**config.mk**
```make
export PLATFORM = sky130hd
export DESIGN_NAME = reg_read_port
export DESIGN_NICKNAME = d
export VERILOG_FILES = /design/src/rtl/reg_read_port.sv
export SDC_FILE = /design/constraint.sdc
export NUM_CORES = 1
export LEC_CHECK = 0
export ABC_CLOCK_PERIOD_IN_PS = 5300
export CORE_ASPECT_RATIO = 1.5
export CORE_MARGIN = 2
export CORE_UTILIZATION = 57
export CTS_BUF_LIST = sky130_fd_sc_hd__clkbuf_8 sky130_fd_sc_hd__clkbuf_16
export CTS_CLUSTER_SIZE = 25
export DETAILED_ROUTE_END_ITERATION = 8
export DONT_BUFFER_PORTS = 1
export HOLD_SLACK_MARGIN = 0.15
export PLACE_DENSITY = 0.84
export RECOVER_POWER = 50
export SYNTH_ARGS = -nofsm -noshare
export SYNTH_HDL_FRONTEND = slang
export SYNTH_SLANG_ARGS = --single-unit
```
**constraint.sdc**
```tcl
create_clock -name clk -period 5.3 [get_ports clk]
set_clock_uncertainty 0.15 [all_clocks]
set_input_delay 0.265 -clock clk [delete_from_list [all_inputs] [get_ports clk]]
set_output_delay 0.265 -clock clk [all_outputs]
set_load 0.01 [all_outputs]
```
**src/rtl/reg_read_port.sv**
```systemverilog
// Read-side sequencer for the general register file: drives one-hot register selects and returns operands over valid/ready.
// Optional feature: define READ_BYPASS_EN to forward an in-flight register write into the captured operand.
module reg_read_port #(
  parameter int DATA_W   = 32,
  parameter int NUM_REGS = 16,
  parameter int IDX_W    = 4
) (
  input  logic                clk,
  input  logic                clr,
  input  logic                req_valid,
  output logic                req_ready,
  input  logic [IDX_W-1:0]    req_ra,
  input  logic [IDX_W-1:0]    req_rb,
  input  logic                req_two,
  input  logic                req_ba,
  output logic [NUM_REGS-1:0] rf_sel,
  input  logic [DATA_W-1:0]   rf_data,
`ifdef READ_BYPASS_EN
  input  logic                wr_en,
  input  logic [IDX_W-1:0]    wr_idx,
  input  logic [DATA_W-1:0]   wr_data,
`endif
  output logic                rsp_valid,
  input  logic                rsp_ready,
  output logic [DATA_W-1:0]   rsp_a,
  output logic [DATA_W-1:0]   rsp_b
);

  typedef enum logic [1:0] {IDLE, RD_A, RD_B, RESP} state_t;

  state_t            state;
  logic [IDX_W-1:0]  ra_q;
  logic [IDX_W-1:0]  rb_q;
  logic              two_q;
  logic              ba_q;

  // With base-address semantics R0 is never put on the bus.
  function automatic logic [NUM_REGS-1:0] sel_of(input logic [IDX_W-1:0] idx,
                                                 input logic ba);
    logic [NUM_REGS-1:0] s;
    s = '0;
    if (!(ba && idx == '0))
      s[idx] = 1'b1;
    return s;
  endfunction

  function automatic logic [DATA_W-1:0] pick(input logic [IDX_W-1:0]  idx,
                                             input logic              ba,
                                             input logic [DATA_W-1:0] bus);
    logic [DATA_W-1:0] v;
    v = bus;
`ifdef READ_BYPASS_EN
    if (wr_en && wr_idx == idx)
      v = wr_data;
`endif
    // The zero rule outranks any forwarded write.
    if (ba && idx == '0)
      v = '0;
    return v;
  endfunction

  always_ff @(posedge clk or posedge clr) begin
    if (clr) begin
      state     <= IDLE;
      req_ready <= 1'b1;
      rf_sel    <= '0;
      rsp_valid <= 1'b0;
      rsp_a     <= '0;
      rsp_b     <= '0;
      ra_q      <= '0;
      rb_q      <= '0;
      two_q     <= 1'b0;
      ba_q      <= 1'b0;
    end else begin
      case (state)
        IDLE: begin
          if (req_valid) begin
            ra_q      <= req_ra;
            rb_q      <= req_rb;
            two_q     <= req_two;
            ba_q      <= req_ba;
            rf_sel    <= sel_of(req_ra, req_ba);
            req_ready <= 1'b0;
            state     <= RD_A;
          end
        end
        RD_A: begin
          rsp_a <= pick(ra_q, ba_q, rf_data);
          if (two_q) begin
            rf_sel <= sel_of(rb_q, ba_q);
            state  <= RD_B;
          end else begin
            rsp_b     <= '0;
            rf_sel    <= '0;
            rsp_valid <= 1'b1;
            state     <= RESP;
          end
        end
        RD_B: begin
          rsp_b     <= pick(rb_q, ba_q, rf_data);
          rf_sel    <= '0;
          rsp_valid <= 1'b1;
          state     <= RESP;
        end
        RESP: begin
          if (rsp_ready) begin
            rsp_valid <= 1'b0;
            req_ready <= 1'b1;
            state     <= IDLE;
          end
        end
        default: begin
          rf_sel    <= '0;
          rsp_valid <= 1'b0;
          req_ready <= 1'b1;
          state     <= IDLE;
        end
      endcase
    end
  end

endmodule

```
==> flow_summary.toml <==
[clock_tree]
cts_tree = "yes"
htree_levels = 3
clk_pin_slew_worst_paths_ns = 0.09
post_cts_resized = 0
insertion_delay_ns = 0.35
cts_buffers = 9
cts_setup_buffers = 0
root_buffer = "clkbuf_8"
cts.path.max_buffers = 2
cts.sinks = 94

[critical_path]
slowest_delay_ns = 0.91
endpoint_kind = "flip-flop"
crit_fanout = 33
worstPathArrival_ns = 2.96
critPathLaunchType = "flip-flop"
path_cells = "inv_1, ha_1, inv_1, a31oi_4, a22o_1"
crit_path_frequent_cell = "inv_1"
cp.required_ns = 5.44
crit_type = "flip-flop to flip-flop"
worst_path_max_delay_cell = "a31oi_4"

[outcome]
outcome = "complete, but fails checks"
violations = "max-capacitance violations, max-slew violations"

[sta]
fin_crit_ns = 2.814
setup_viol = 0
worstMarginPinSlew_ns = 2.231
report.final.hold_viol_count = 0
maxSlewHeadroom_pct = -48.74
tns_ns = 0
finalMaxSlewViolations = 95
rsz0062_at_grt = "false"
clock.fmax_mhz = 355.4
period_share_pct = 53.10

[power]
power_switching_mw = 1.072
pwr-share-comb_pct = 33.9
p_leak_nw = 2.023
irDropWorstVdd_mv = 0.3317
p_int_mw = 1.707
power.total_mw = 2.779
power_density_nw_per_um2 = 621.8
clockPowerShare_pct = 16.5
p_sw_share_pct = 38.59
seq_power_share_pct = 49.6

[detailed_routing]
wl_per_cell_um = 22.61
ant_nets = 0
routed.top_layer = "met4"
dr_total_vias = 2562
dr_wl_met2_um = 4714
dr.pass1.iters = 4
route.met3.wl_um = 519
wl_um = 8865
drtIter0Drc = 169
drc_errors = 0
via_per_inst = 6.536
wl_met1_um = 3358

[placement]
gp_congestion = 0.7989
port_buffers = 0
dp_hpwl_um = 5562

[synth]
synth_area_um2 = 3792
syn_inst = 269
ys.warnings.count = 0
synth_nets = 320
synth_area_per_cell_um2 = 14.10
synthDistinctLibCells = 40
synth_seq_cells = 94
synth-seq-area-share_pct = 62.06

[floorplan]
core_area_um2 = 6486
die_area_um2 = 7335
die_x_um = 70.60
die_h_um = 103.9
start_util_pct = 58.47
io_pins = 128
rows = 36

[global_routing]
antenna_found_initial = 0
grt_first_pass_wirelength_um = 14200
first_global_vias = 2714
grt_max_degree = 95
grt_usage_pct = 24.88
grt_overflow_total = 0

[finish]
drive_above_1_share_pct = 16.77
num-nets-final = 363
antennaDiodeCount = 0
syn_to_final_growth_pct = 17.85

[hold_path]
hold_class = "input port to flip-flop"

[job]
drv_cap = 1
## power by group through the flow
stage	Clock, mW	Sequential [mW]	Combinational, mW
floorplan	0	1.30	0.776
global route	0.491	1.41	1.03
finish	0.458	1.38	0.941
global placement	0	1.38	0.849
CTS	0.466	1.38	0.937
detailed placement	0	1.39	0.889
## flip-flops by register name (all words and copies together), names as in the netlist
signal,cells
rsp_a,32
rsp_b,32
rb_q,4
two_q,1
rsp_valid,1
req_ready,1
state,2
rf_sel,16
ba_q,1
ra_q,4
## final cells by class
type                            count  area, um2
Multi-Input combinational cell    154       1345
Clock inverter                      5      51.30
Clock buffer                       10      137.6
Sequential cell                    94       2354
Inverter                            6      23.77
Tap cell                           76      95.09
Fill cell                         471       2017
Timing Repair Buffer               47      462.9
## final timing paths
check,slack [ns],endpoint,start,cells past startpoint
max reg2reg,2.49,rsp_a[6]$_DFFE_PP0P_,state[1]$_DFFE_PP0P_,5
min,0.17,rf_sel[6]$_DFFE_PP0P_,req_ra[2],3
max,2.49,rsp_a[6]$_DFFE_PP0P_,state[1]$_DFFE_PP0P_,5
min in group asynchronous,1.06,rsp_b[18]$_DFFE_PP0P_,clr,3
max in group asynchronous,2.62,rsp_b[23]$_DFFE_PP0P_,clr,3
min reg2reg,0.36,ra_q[3]$_DFFE_PP0P_,ra_q[3]$_DFFE_PP0P_,1
## critical path: cells and delay by family (launching register included)
kind | cells | cell delay (ns)
DFF | 1 | 0.44
adders and majority gates | 1 | 0.34
AOI/OAI and AO/OA | 2 | 1.17
buffers and inverters | 2 | 0.63
## per-layer routing
| layer | vias to the layer above | global-route usage (%) |
|---|---|---|
| met1 | 1318 | 28.56 |
| met4 | 0 | 12.26 |
| met3 | 21 | 5.329 |
| met5 | - | 0 |
| li1 | 1119 | - |
| met2 | 104 | 43.33 |
## placed cells by master (no fill, tap or decap), types with 2 or more instances in the layout
cell,n
nor3_1,4
o22ai_1,13
clkbuf_8,10
dlygate4sd3_1,45
nand3_1,2
inv_1,6
nand4b_1,2
nor2_1,2
nor2b_1,2
ha_1,5
a21oi_1,2
o32ai_1,2
nand2b_1,3
clkinv_2,2
a22o_2,2
or3b_2,3
a22o_1,62
nand3b_1,4
nand2_1,2
dfrtp_1,93
mux2_2,25
o21ai_0,3
## synthesized netlist by cell type
cell type,n,area (um2)
nand4b_1,2,17.52
buf_2,6,30.03
dfrtp_1,93,2327
nand4bb_2,1,16.27
nor3_1,4,20.02
mux2_1,1,11.26
or4_1,1,7.510
a21oi_1,2,10.01
a31oi_1,1,6.260
a22o_1,62,543.0
nand3_1,2,10.01
clkbuf_1,5,18.77
o311a_4,1,21.27
ha_1,5,62.56
nor2b_1,2,12.51
mux2i_1,1,10.01
dfstp_2,1,26.28
a22o_2,2,20.02
o21ai_0,3,15.01
nor2_2,1,6.260
nand4_1,1,6.260
buf_4,1,7.510
buf_6,3,33.78
o21ai_1,1,5.000
and2b_1,1,7.510
o41a_1,1,11.26
or3_1,1,6.260
or3b_1,1,8.760
o32ai_1,2,17.52
a21o_1,1,7.510
or2_2,1,6.260
o22ai_1,13,81.33
or3b_2,3,26.28
nand2_1,2,7.510
inv_1,6,22.52
mux2_2,25,281.5
nor2_1,2,7.510
nand2b_1,3,18.77
o21bai_1,1,7.510
nand3b_1,4,30.03
## repair_timing
item | in CTS | in global routing
endpoints found under the setup margin | 0 | 0
endpoints found under the hold margin | 176 | 0
hold buffers | 45 | 0
## cells by family (layout without fill, tap and decap cells)
group,Yosys count,after routing,share of synthesized area (%)
DFF,94,94,62.06
AOI/OAI and AO/OA,90,90,19.66
and+or+nand+nor,32,32,5.676
adders and majority gates,5,5,1.650
muxes,27,27,7.984
buffers and inverters,21,68,2.969
## through the flow
step	hold WS (ns)	std cells	util (%)	worst slack, ns	instance area (um2)
finish	0.1689	392	68.90	2.486	4469
global route	0.1930	392	68.90	2.098	4469
CTS	0.1536	392	68.94	2.480	4472
detailed placement	0.2512	332	59.09	2.521	3832
global placement	0.2482	332	59.09	2.680	3832
floorplan	0.2434	269	-	2.438	3792
Note: power is estimated with default switching activity, not from simulation.
